[config.mk]
export PLATFORM = sky130hd
export DESIGN_NAME = pc_sequencer
export DESIGN_NICKNAME = d
export VERILOG_FILES = /design/src/rtl/cpu_pkg.sv /design/src/rtl/pc_next_calc.sv /design/src/rtl/pc_sequencer.sv
export SDC_FILE = /design/constraint.sdc
export NUM_CORES = 1
export LEC_CHECK = 0
export CAP_MARGIN = 20
export CELL_PAD_IN_SITES_DETAIL_PLACEMENT = 0
export CELL_PAD_IN_SITES_GLOBAL_PLACEMENT = 2
export CORE_ASPECT_RATIO = 1.2
export CORE_UTILIZATION = 32
export DETAILED_ROUTE_END_ITERATION = 8
export GPL_ROUTABILITY_DRIVEN = 0
export GPL_TIMING_DRIVEN = 0
export PLACE_DENSITY_LB_ADDON = 0.1
export SYNTH_ARGS = -nofsm -noshare
export SYNTH_HDL_FRONTEND = slang
export SYNTH_SLANG_ARGS = --single-unit
[constraint.sdc]
create_clock -name clk -period 8.9 [get_ports clk]
set_input_delay 2.225 -clock clk [delete_from_list [all_inputs] [get_ports clk]]
set_output_delay 2.225 -clock clk [all_outputs]
set_load 0.005 [all_outputs]
[src/rtl/cpu_pkg.sv]
// Shared types and widths for the 9-bit-instruction core.
// Holds the fetch sequencer state encoding and the branch-offset sign extension.
package cpu_pkg;

  localparam int PC_W    = 32;
  localparam int INSTR_W = 9;
  localparam int OFF_W   = 7;

  typedef enum logic [1:0] {
    IDLE  = 2'd0,
    RUN   = 2'd1,
    STALL = 2'd2,
    HALT  = 2'd3
  } seq_state_t;

  function automatic logic [PC_W-1:0] sext_off(input logic [OFF_W-1:0] off);
    return {{(PC_W-OFF_W){off[OFF_W-1]}}, off};
  endfunction

endpackage

[src/rtl/pc_next_calc.sv]
// Combinational next-pc candidates for the fetch sequencer.
// Produces both the sequential and the branch target so the FSM only has to choose.
module pc_next_calc
  import cpu_pkg::*;
#(
  parameter int PC_STEP   = 4,
  parameter int OFF_SHIFT = 2
) (
  input  logic [PC_W-1:0]    pc,
  input  logic [INSTR_W-1:0] instruction,
  input  logic               branch,
  input  logic               zero,
  output logic [PC_W-1:0]    next_seq,
  output logic [PC_W-1:0]    target,
  output logic               take
);

  logic [PC_W-1:0] w_off_scaled;
  logic            w_unused;

  // Only the low bits carry the offset; the opcode bits are the decoder's business.
  assign w_unused     = ^instruction[INSTR_W-1:OFF_W];
  assign w_off_scaled = sext_off(instruction[OFF_W-1:0]) << OFF_SHIFT;
  assign next_seq     = pc + PC_W'(PC_STEP);
  assign target       = next_seq + w_off_scaled;
  assign take         = branch & zero;

endmodule

[src/rtl/pc_sequencer.sv]
// Program counter and fetch sequencer: start, sequential advance, branches, stalls, halt.
// All outputs are registered; the retire/taken counters are cleared on every accepted start.
module pc_sequencer
  import cpu_pkg::*;
#(
  parameter int PC_STEP   = 4,
  parameter int OFF_SHIFT = 2
) (
  input  logic               clk,
  input  logic               reset,
  input  logic               start,
  input  logic [PC_W-1:0]    start_addr,
  input  logic [INSTR_W-1:0] instruction,
  input  logic               branch,
  input  logic               zero,
  input  logic               halt_instr,
  input  logic               stall,
  output logic [PC_W-1:0]    pc,
  output logic               fetch_en,
  output logic               done,
  output logic               branch_taken,
  output logic [PC_W-1:0]    instr_count,
  output logic [PC_W-1:0]    taken_count
);

  seq_state_t      r_state;
  logic [PC_W-1:0] r_pc;
  logic [PC_W-1:0] r_instr_count;
  logic [PC_W-1:0] r_taken_count;
  logic            r_fetch_en;
  logic            r_done;
  logic            r_branch_taken;

  logic [PC_W-1:0] w_next_seq;
  logic [PC_W-1:0] w_target;
  logic            w_take;

  pc_next_calc #(
    .PC_STEP   (PC_STEP),
    .OFF_SHIFT (OFF_SHIFT)
  ) u_next (
    .pc          (r_pc),
    .instruction (instruction),
    .branch      (branch),
    .zero        (zero),
    .next_seq    (w_next_seq),
    .target      (w_target),
    .take        (w_take)
  );

  // NOTE: all state here uses <= so every branch sees the pre-edge values of r_*.
  always_ff @(posedge clk) begin
    if (reset) begin
      r_state        <= IDLE;
      r_pc           <= '0;
      r_instr_count  <= '0;
      r_taken_count  <= '0;
      r_fetch_en     <= 1'b0;
      r_done         <= 1'b0;
      r_branch_taken <= 1'b0;
    end else begin
      r_branch_taken <= 1'b0;
      case (r_state)
        IDLE, HALT: begin
          if (start) begin
            r_state       <= RUN;
            r_pc          <= start_addr;
            r_instr_count <= '0;
            r_taken_count <= '0;
            r_fetch_en    <= 1'b1;
            r_done        <= 1'b0;
          end
        end
        RUN: begin
          if (stall) begin
            r_state    <= STALL;
            r_fetch_en <= 1'b0;
          end else if (halt_instr) begin
            // pc stays on the halt address so the host can see where it stopped
            r_state       <= HALT;
            r_instr_count <= r_instr_count + 1'b1;
            r_fetch_en    <= 1'b0;
            r_done        <= 1'b1;
          end else begin
            r_instr_count <= r_instr_count + 1'b1;
            if (w_take) begin
              r_pc           <= w_target;
              r_taken_count  <= r_taken_count + 1'b1;
              r_branch_taken <= 1'b1;
            end else begin
              r_pc <= w_next_seq;
            end
          end
        end
        STALL: begin
          // the stalled instruction is re-evaluated from scratch once back in RUN
          if (!stall) begin
            r_state    <= RUN;
            r_fetch_en <= 1'b1;
          end
        end
        default: begin
          r_state    <= IDLE;
          r_fetch_en <= 1'b0;
          r_done     <= 1'b0;
        end
      endcase
    end
  end

  assign pc           = r_pc;
  assign fetch_en     = r_fetch_en;
  assign done         = r_done;
  assign branch_taken = r_branch_taken;
  assign instr_count  = r_instr_count;
  assign taken_count  = r_taken_count;

endmodule

* After elaboration in Yosys (flattened, before gate mapping)
Index checks and enable logic that the tools add are counted.
Storage, ports and cells: flip-flop bits (word level) 101, bits of input ports 48, output and inout port bits 99, word-level logic and storage cells 59
Cells by class: $add $sub $neg 4, equal/unequal tests 10, mux-type cells 27, bitwise gates (word level) 2, reduce and logical (&&, ||, !) cells 9
Operators with widths (count):
- $mux W32 | 9
- $pmux W32 S2 | 3
- $add A32 B1 Y32 const B | 2
- $add A32 B3 Y32 const B | 1
- $add A32 B32 Y32 | 1
- $ne A2 B2 Y1 const B | 5
- $mux W1 | 8
- $mux W2 | 4
- $reduce_and A4 Y1 | 2
- $pmux W2 S3 | 1
- $reduce_and A3 Y1 | 2
- $reduce_and A5 Y1 | 1
- $eq A2 B2 Y1 const B | 2
- $reduce_or A4 Y1 | 1
- $ne A3 B3 Y1 const B | 1
- $pmux W1 S3 | 1
- $eq A2 B1 Y1 const B | 1
- $logic_not A2 Y1 | 1
- $ne A2 B1 Y1 const B | 1
- $pmux W1 S2 | 1
- $reduce_bool A2 Y1 | 1
- $reduce_or A2 Y1 | 1
- $and A1 B1 Y1 | 1
- $not A1 Y1 | 1

* Longest topological paths before layout
depth in word-level cells 6, depth in mapped cells 16, mapped depth without buffers 15

* Modules after synthesis
Synthesis repeated with hierarchy kept, for this count alone.
Second synthesis, totals: cell total of the unflattened synthesis 945, area total of the unflattened synthesis 7502.2 um^2
By module, submodules not included:
- pc_sequencer | instances 1, cells an instance 643, area each 5347.6 um^2, sequential area each 2021.9 um^2
- pc_next_calc | instances 1, cells an instance 302, area each 2154.6 um^2, sequential area each 0.0 um^2

* Worst setup path after synthesis
OpenSTA, ideal clock, no wires.
path type input -> register, start point input instruction[6], end point register r_pc[25], in the netlist pc[25], setup time 0.088 ns, arrival time 4.434 ns, required time 8.812 ns, setup slack 4.378 ns, cell stages on the path 10, path buffers 0, path through ha_1 a211oi_2 o21bai_1 a21o_1 a21o_1 a311o_2 a21boi_4 o21ai_2 or3_1 a311oi_2
On the way: cells in the longest elaborated chain, start to end 5
RTL lines:
- start: declaration | line pc_sequencer.sv:13 | input logic [INSTR_W-1:0] instruction,
- $add A32 B32 Y32 | line pc_next_calc.sv:25 | assign target = next_seq + w_off_scaled;
- $mux W32 | line pc_sequencer.sv:86 | if (w_take) begin
- $mux W32 | line pc_sequencer.sv:78 | end else if (halt_instr) begin
- $mux W32 | line pc_sequencer.sv:75 | if (stall) begin
- $pmux W32 S2 | line pc_sequencer.sv:63 | case (r_state)
- end signal: assignment | line pc_sequencer.sv:67 | r_pc <= start_addr;
- end signal: assignment | line pc_sequencer.sv:87 | r_pc <= w_target;
- end signal: assignment | line pc_sequencer.sv:91 | r_pc <= w_next_seq;
- end: declaration | line pc_sequencer.sv:27 | logic [PC_W-1:0] r_pc;
No other way between the ends. The select of a mux whose other input is x is not followed. A chain may end at the register's enable or synchronous reset.

* Final worst setup path
start point input instruction[6], end point register r_pc[31], in the netlist pc[31]
The elaborated chain is that of the path after synthesis.

==> flow_summary.ini <==
[yosys]
ys_seq_area_share_pct = 29.7
yosys.area_share.simple_pct = 24.2
synth_area_um2 = 6810
syn_inst = 863
synth_xor_area_share_pct = 13.0
synth.distinct_cells = 74
synth-adder-area-share_pct = 7.83
synth_compound_area_share_pct = 21.3
synth-main-ff-cell = dfxtp_1
postSynthNetCount = 953
avgSynthCellArea_um2 = 7.89
synth-edff-count = 0
synth_warnings = 0
synth-seq-cells = 101
async_flop_share_pct = 0
synth_top_family_by_area = simple AND/OR/NAND/NOR gates
synth.area.mux_share_pct = 0.478

[finish]
fin_nets = 1108
areaGrowthSynthToFinish_pct = 30.8
drive_gt1_share_pct = 4.69
utilization_pct = 42.6
layout_commonest_cell = clkdlybuf4s50_1
layout_common_cells = clkdlybuf4s50_1, nor2_1, dfxtp_1
antenna_cells = 0
finalNonFillerCells = 1293

[sta]
maxSlewViolCount = 0
finalCritPeriodShare_pct = 61.3
tightestPinTransition_ns = 0.782
slew_headroom_pct = 47.8
fmax_mhz = 183
rsz0062_at_grt = false
finalHoldViolations = 0
setup_viol = 0
fin_tns_setup_ns = 0
final.min_clock_period_ns = 5.46
skew_ns = 0.0138

[routing]
drc = 1
antenna_left = 0
dr.pass1.iters = 7
vias = 6752
vias_per_cell = 5.22
drt-total-wl_um = 22900
wire_per_inst_um = 17.7
drt_iter0_drc = 395

[cts]
hold_buffers = 0
cts.reportedPaths.clkPinSlew_ns = 0.08
clockBufferDepth = 2
clock_latency_ns = 0.36
post_cts_buffers = 0
root_buffer = clkbuf_16
cts_sinks = 101
cts_made_buffers = 9
cts_tree = yes
htreeDepth = 3
cts-resized-gates = 0

[pwr]
power_switching_share_pct = 39.5
leakage_nw = 3.28
p_comb_share_pct = 40.0
power_density_nw_per_um2 = 180
power.share.clock_pct = 26.1
switchingPower_mw = 0.632
ir_worst_vdd_v = 0.0000951
finalPower_mw = 1.60
seq_power_share_pct = 33.9
power.internal_mw = 0.969

[setup_path]
critPathRequiredTime_ns = 9.14
critical-path-slowest-cell = clkdlybuf4s50_1
crit_chain = clkdlybuf4s50_1, buf_16, ha_1, a2111oi_2, o21ai_1, nand4_1, a21oi_1, a311o_2, a21boi_4, o41a_2, a211oi_1, a311o_2
crit_fanout = 21
cpPeakStageDelay_ns = 0.72
crit_arrival_ns = 5.70
worstReg2RegEnd = pc[31]
r2r_slack_ns = 4.70
r2r_cells = 15
crit_type = in2reg
end_kind = flip-flop
crit-reg2reg-launch = pc[4]
cpMostUsedCell = a311o_2
critPathLaunchType = primary input

[global_routing]
use_met1_pct = 27.2
antenna_found_initial = 0
met2_usage_pct = 36.9
grt_pass1_wl_um = 36100
grt_max_degree = 22
top_usage_layer = met2
first_global_vias = 6486
track_usage_pct = 21.4
overflow = 0
grt_use_met3_pct = 2.84

[floorplanning]
coreArea_um2 = 20900
die_h_um = 162
die_area_um2 = 21900
start_util_pct = 32.6
std_cell_rows = 58
die_x_um = 135
io_pins = 147

[hold_path]
holdPathEnd = done
hold-path-cell-count = 2
min_path_type = reg2reg
hp-start = done

[outcome]
outcome = finished, violations left
violations = DRC

[job]
drv_cap = 0

[place]
portBuffers = 143
dp.cells = 1277
hpwl_um = 17600
## registers in the layout, summed over array words and instances, names as in the netlist
register	cells
done	1
pc	32
fetch_en	1
branch_taken	1
instr_count	32
r_state	2
taken_count	32
## cells by family after synthesis
logic type	Yosys count
xor gates and xnor gates	100
and+or+nand+nor	344
AOI/OAI and AO/OA	221
buffers and inverters	52
adders and majority gates	42
DFF	101
muxes	3
## metrics by stage
step | area [um^2] | hold WS, ns | setup WS (ns)
3_5_place_dp | 8600 | 0.478 | 3.05
4_1_cts | 8910 | 0.489 | 3.43
2_1_floorplan | 6810 | 0.461 | 4.38
6_report | 8910 | 0.481 | 3.44
3_3_place_gp | 8580 | 0.467 | 2.54
5_1_grt | 8910 | 0.524 | 3.26
## worst max path at each step
| stage | endpoint | start | cells after the start |
|---|---|---|---|
| 2_1_floorplan | pc[25] | instruction[6] | 10 |
| 3_3_place_gp | pc[31] | instruction[6] | 11 |
| 3_5_place_dp | pc[31] | instruction[6] | 12 |
| 4_1_cts | pc[31] | instruction[6] | 12 |
| 5_1_grt | pc[31] | instruction[6] | 12 |
| 6_report | pc[31] | instruction[6] | 12 |
## critical path: cells and delay by family
kind,cells,cell delay [ns]
compound gates,8,1.85
buf+inv,2,1.04
simple gates,1,0.17
fa+ha+maj,1,0.39
## metal layers
layer  routed length [um]  vias up
li1                     -     3415
met1                10500     3166
met2                11300      145
met3                  695       26
met4                  450        0
met5                    0        -
## power by group through the flow
| stage | Combinational [mW] | Clock (mW) | Sequential, mW |
|---|---|---|---|
| 5_1_grt | 0.706 | 0.450 | 0.549 |
| 2_1_floorplan | 0.412 | 0 | 0.539 |
| 3_3_place_gp | 0.643 | 0 | 0.554 |
| 4_1_cts | 0.644 | 0.435 | 0.543 |
| 3_5_place_dp | 0.641 | 0 | 0.553 |
| 6_report | 0.641 | 0.418 | 0.543 |
## layout make-up
type / count / area [um^2]
clock inverter: 6 / 63.8
fill: 2219 / 12000
sequential: 101 / 2020
clock buffer: 10 / 239
timing repair buffer: 144 / 1460
inverter: 18 / 67.6
buffer: 34 / 170
multi-input combinational: 710 / 4550
tap: 270 / 338
## synth_stat cells (7+ instances only)
cell type / n / area [um^2]
and3_1: 21 / 131
nor2_1: 112 / 420
o21bai_1: 7 / 52.6
inv_1: 17 / 63.8
xnor2_1: 52 / 455
xor2_1: 47 / 412
a21o_1: 15 / 113
nand3_1: 32 / 160
clkbuf_1: 23 / 86.3
or3_1: 12 / 75.1
o21ai_0: 37 / 185
nand4_1: 19 / 119
o211ai_1: 19 / 143
a21oi_1: 72 / 360
and2_1: 7 / 43.8
ha_1: 41 / 513
dfxtp_1: 101 / 2020
nor3_1: 16 / 80.1
a211oi_1: 11 / 82.6
nand2_1: 94 / 353
and4_1: 9 / 78.8
No activity file was read; power rests on OpenSTA's default activity.
